==> config.mk <==
export PLATFORM = sky130hd
export DESIGN_NAME = result_uart_tx
export DESIGN_NICKNAME = d
export VERILOG_FILES = /design/src/rtl/result_uart_pkg.sv /design/src/rtl/result_uart_tx_baud_gen.sv /design/src/rtl/result_uart_tx.sv
export SDC_FILE = /design/constraint.sdc
export NUM_CORES = 1
export LEC_CHECK = 0
export CELL_PAD_IN_SITES_DETAIL_PLACEMENT = 2
export CELL_PAD_IN_SITES_GLOBAL_PLACEMENT = 2
export CORE_MARGIN = 1
export CORE_UTILIZATION = 35
export CTS_CLUSTER_SIZE = 20
export DETAILED_ROUTE_END_ITERATION = 6
export GPL_TIMING_DRIVEN = 0
export HOLD_SLACK_MARGIN = 0.02
export PLACE_DENSITY = 0.86
export SYNTH_ARGS = -nofsm -noshare
export SYNTH_HDL_FRONTEND = slang
export SYNTH_SLANG_ARGS = --single-unit
export TNS_END_PERCENT = 10
==> constraint.sdc <==
create_clock -name clk -period 2.23 [get_ports clk]
set_input_delay 0.669 -clock clk [delete_from_list [all_inputs] [get_ports clk]]
set_output_delay 0.669 -clock clk [all_outputs]
set_load 0.05 [all_outputs]
==> src/rtl/result_uart_pkg.sv <==
// Shared types and constants for the result UART transmitter.
package result_uart_pkg;
  localparam int DATA_BITS            = 8;
  localparam int DEFAULT_CLKS_PER_BIT = 434;

  typedef enum logic [2:0] {
    IDLE,
    START,
    DATA,
    PARITY,
    STOP
  } tx_state_t;
endpackage

==> src/rtl/result_uart_tx_baud_gen.sv <==
// Baud counter: counts 0..CLKS_PER_BIT-1 and pulses bit_done on the last count.
module uart_baud_gen #(
  parameter int CLKS_PER_BIT = 434,
  parameter int CNT_W        = $clog2(CLKS_PER_BIT)
) (
  input  logic clk,
  input  logic reset,
  input  logic restart,
  output logic bit_done
);
  logic [CNT_W-1:0] cnt_q, cnt_d;

  assign bit_done = (cnt_q == CNT_W'(CLKS_PER_BIT - 1));

  always_comb begin
    cnt_d = cnt_q + CNT_W'(1);
    if (restart || bit_done) cnt_d = '0;
  end

  always_ff @(posedge clk) begin
    if (reset) cnt_q <= '0;
    else       cnt_q <= cnt_d;
  end
endmodule

==> src/rtl/result_uart_tx.sv <==
// Byte UART transmitter (start, 8 data LSB first, optional even parity, stop).
// Parity bit enabled by defining RESULT_UART_TX_PARITY_EN.
module result_uart_tx
  import result_uart_pkg::*;
#(
  parameter int CLKS_PER_BIT = DEFAULT_CLKS_PER_BIT,
  parameter int CNT_W        = $clog2(CLKS_PER_BIT)
) (
  input  logic                 clk,
  input  logic                 reset,
  input  logic [DATA_BITS-1:0] data_in,
  input  logic                 valid,
  output logic                 ready,
  output logic                 tx,
  output logic                 busy
);
  localparam int IDX_W = $clog2(DATA_BITS);

  tx_state_t            state_q, state_d;
  logic [DATA_BITS-1:0] shift_q, shift_d;
  logic [IDX_W-1:0]     idx_q, idx_d;
  logic                 tx_q, tx_d;
  logic                 busy_q, busy_d;
  logic                 ready_q, ready_d;
  logic                 bit_done;
  logic                 restart;
  logic                 accept;
`ifdef RESULT_UART_TX_PARITY_EN
  logic                 parity_q, parity_d;
`endif

  uart_baud_gen #(
    .CLKS_PER_BIT(CLKS_PER_BIT),
    .CNT_W       (CNT_W)
  ) u_baud (
    .clk     (clk),
    .reset   (reset),
    .restart (restart),
    .bit_done(bit_done)
  );

  // A held valid at the end of a stop bit chains the next frame with no idle cycle.
  assign accept  = valid && (ready_q || (state_q == STOP && bit_done));
  assign restart = (state_q == IDLE) || (state_d != state_q);

  always_ff @(posedge clk) begin
    if (reset) begin
      state_q  <= IDLE;
      shift_q  <= '0;
      idx_q    <= '0;
      tx_q     <= 1'b1;
      busy_q   <= 1'b0;
      ready_q  <= 1'b0;
`ifdef RESULT_UART_TX_PARITY_EN
      parity_q <= 1'b0;
`endif
    end else begin
      state_q  <= state_d;
      shift_q  <= shift_d;
      idx_q    <= idx_d;
      tx_q     <= tx_d;
      busy_q   <= busy_d;
      ready_q  <= ready_d;
`ifdef RESULT_UART_TX_PARITY_EN
      parity_q <= parity_d;
`endif
    end
  end

  always_comb begin
    state_d  = state_q;
    shift_d  = shift_q;
    idx_d    = idx_q;
`ifdef RESULT_UART_TX_PARITY_EN
    parity_d = parity_q;
`endif
    case (state_q)
      IDLE:  ;
      START: if (bit_done) state_d = DATA;
      DATA: begin
        if (bit_done) begin
          if (idx_q == IDX_W'(DATA_BITS - 1)) begin
`ifdef RESULT_UART_TX_PARITY_EN
            state_d = PARITY;
`else
            state_d = STOP;
`endif
          end else begin
            idx_d   = idx_q + IDX_W'(1);
            shift_d = shift_q >> 1;
          end
        end
      end
`ifdef RESULT_UART_TX_PARITY_EN
      PARITY: if (bit_done) state_d = STOP;
`endif
      STOP:    if (bit_done) state_d = IDLE;
      default: state_d = IDLE;
    endcase
    if (accept) begin
      state_d  = START;
      shift_d  = data_in;
      idx_d    = '0;
`ifdef RESULT_UART_TX_PARITY_EN
      parity_d = ^data_in;
`endif
    end
  end

  // Outputs are computed from the next state so that they are registered yet aligned with it.
  always_comb begin
    busy_d  = (state_d != IDLE);
    ready_d = (state_d == IDLE);
    case (state_d)
      START:   tx_d = 1'b0;
      DATA:    tx_d = shift_d[0];
`ifdef RESULT_UART_TX_PARITY_EN
      PARITY:  tx_d = parity_d;
`endif
      default: tx_d = 1'b1;
    endcase
  end

  assign tx    = tx_q;
  assign busy  = busy_q;
  assign ready = ready_q;
endmodule

==> out/metrics.cfg <==
[setup_path]
worstPathArrival_ns = 1.47
path_max_fanout = 1
rr_startpoint = idx_q[0]
crit_slowest_cell = clkdlybuf4s50_1
cp_cell_sequence = clkdlybuf4s50_1
cpPeakStageDelay_ns = 0.80
cp.required_ns = 1.56
critical_path_buf_inv_count = 1
reg2reg_slack_ns = 0.15
reg2reg_depth = 7
cp_top_family = buffers and inverters
crit_start = tx
worst-path-stages = 1
cp-end-kind = output pin
cp-start-kind = register
crit_type = register to output pin
endpoint = tx
timing.rr.end = shift_q[4]

[die]
core_area_mm2 = 0.00342
io_pins = 14
rows = 21
die-area_mm2 = 0.00392
die_w_um = 62.6
initial_utilization_pct = 37.7
fp.dieH_um = 62.6

[clocking]
ctsHoldBuffers = 0
cts_sinks = 26
clk_pin_slew_ns = 0.15
htree_levels = 1
cts_tree = built
numCtsBuffers = 3
cts.path.max_buffers = 2
clock_latency_ns = 0.33
root_buffer = clkbuf_4

[timing]
drv_slew = 0
slew_headroom_pct = 53.3
worst_pin_slew_ns = 0.695
clock.fmax_ghz = 0.468
setup_viol_count_final = 0
fin_skew_ns = 0.0168
holdWs_ns = 0.489
period_needed_ns = 2.14
rsz0062_at_grt = false
final.period_utilization_pct = 95.8
hold_viol = 0

[run]
cap_violations = 0

[route]
ant_nets = 0
dr.pass1.iters = 4
drc_errors = 0
first_iter_violations = 21
wire_per_inst_um = 16.2
vias_per_cell = 5.16
wl_um = 3110
vias = 990

[synth]
synth.cell_area_mm2 = 0.00129
synth_seq_cells = 26
yosys.area_share.simple_pct = 25.4
postSynthCellCount = 129
postSynthAreaPerCell_um2 = 9.97
seq_area_frac_synth_pct = 40.5
synth_top_family_by_area = simple AND/OR/NAND/NOR gates
yosys-mux-area-fraction_pct = 8.66
synthesis.nets = 144
synthAdderAreaFrac_pct = 3.89
synth_xor_area_share_pct = 5.45
synth_warnings = 0
synth-compound-area-share_pct = 13.8
synth.distinct_cells = 37

[final_layout]
area_delta_synth_final_pct = 17.7
layout-drive-gt1-share_pct = 16.4
stdcell_area_mm2 = 0.00151
nNetsFinal = 162
finalNonFillerCells = 192
antenna_cells = 0

[global_route]
grt_start_max_net_pins = 15
overflow = 0
antenna_found_initial = 0
grt_pass1_vias = 1126
grt_pass1_wl_um = 5690
track_usage_pct = 18.5

[min_path]
hp-class = register to register

[pwr]
p_leak_uw = 0.000521
p_per_area_mw_per_mm2 = 556
ir_worst_vdd_uv = 210

[place]
place_hpwl_um = 2470
place_area_mm2 = 0.00147
portBuffers = 13
dp.cells = 188
place.gp.congestion = 0.739

[status]
status = finished clean

==> cells in the final DEF, fill, tap and decap left out, types with 2 or more instances in the layout <==
cell / count
nor2_1: 27
dfxtp_1: 26
clkdlybuf4s50_1: 12
mux2i_1: 10
a211oi_2: 7
a21oi_1: 5
xnor2_1: 5
nand3_1: 5
o21ai_0: 4
nand2_1: 4
ha_1: 4
xor2_1: 3
clkbuf_4: 3
nor3_2: 2
buf_6: 2
nand2b_1: 2
==> where the power goes <==
| group | total, uW | switching (uW) | internal (uW) |
|---|---|---|---|
| Combinational | 104 | 57.4 | 46.6 |
| Sequential | 496 | 14.1 | 482 |
| Clock | 241 | 141 | 99.9 |
| Total | 841 | 213 | 628 |
==> cell type report <==
cell class	count	area, um2
Sequential cell	26	520
Buffer	3	26.3
Timing Repair Buffer	13	129
Fill cell	377	1900
Clock buffer	4	36.3
Tap cell	46	57.6
Inverter	1	3.75
Multi-Input combinational cell	99	741
==> logic make-up after synthesis <==
group           count (synthesis)
compound gates                 22
xor+xnor                        8
fa+ha+maj                       4
buf+inv                         4
flops                          26
mux                            11
simple gates                   54
==> metrics by stage <==
| stage | setup TNS (ns) | worst slack [ns] | utilization, % | power, uW |
|---|---|---|---|---|
| 2_1_floorplan | 0 | 0.326 | - | 567 |
| 3_3_place_gp | -0.0572 | -0.0111 | 43.2 | 606 |
| 3_5_place_dp | -0.942 | -0.134 | 43.2 | 614 |
| 4_1_cts | 0 | 0.0725 | 44.2 | 852 |
| 5_1_grt | 0 | 0.00622 | 44.3 | 881 |
| 6_report | 0 | 0.0930 | 44.3 | 841 |
==> cells in the mapped netlist (all sizes together) <==
cell	number	area (um2)
nor2b	1	6.26
nor4bb	1	10.0
a21bo	1	10.0
xor2	3	26.3
o211ai	1	7.51
inv	1	3.75
mux2	1	11.3
a21oi	5	25.0
nand4b	1	15.0
and3	1	6.26
and4bb	1	12.5
dfxtp	26	521
clkbuf	1	3.75
nor3	3	20.0
buf	2	22.5
nor4	1	21.3
a211oi	8	95.1
o21ai	6	33.8
nand4bb	1	27.5
nor2	27	101
or3b	3	28.8
nand2	4	15.0
mux2i	10	100
and4b	1	10.0
and2b	1	7.51
nand3	5	25.0
xnor2	5	43.8
nand3b	1	7.51
nand2b	2	12.5
ha	4	50.1
a31oi	1	6.26
==> worst min-delay path by stage <==
stage               startpoint              end  slack [ns]  cells past startpoint
6_report       u_baud.cnt_q[0]  u_baud.cnt_q[0]        0.49                      1
5_1_grt        u_baud.cnt_q[0]  u_baud.cnt_q[0]        0.53                      1
4_1_cts        u_baud.cnt_q[0]  u_baud.cnt_q[0]        0.50                      1
3_5_place_dp   u_baud.cnt_q[0]  u_baud.cnt_q[0]        0.47                      1
3_3_place_gp   u_baud.cnt_q[0]  u_baud.cnt_q[0]        0.44                      1
2_1_floorplan  u_baud.cnt_q[0]  u_baud.cnt_q[0]        0.43                      1
==> what timing repair did <==
| item | CTS | global route |
|---|---|---|
| resized for setup | 1 | 1 |
| endpoints found under the setup margin | 1 | 1 |
| buffers inserted | 0 | 0 |
==> flip-flops by register name, indices dropped and copies added, names as in the netlist <==
name,count
shift_q,8
state_q,3
tx,1
u_baud.cnt_q,9
busy,1
idx_q,3
ready,1
==> layer usage <==
metal  wire (um)  vias up  part of all wire (%)  global-route usage (%)
met1        1430      480                    46                    22.0
li1            -      493                     -                       -
met2        1590       13                    51                    34.6
met3          54        4                   1.7                    2.19
met5           0        -                     0                       0
met4          33        0                   1.1                    5.23
(Power assumes the default switching activity.)
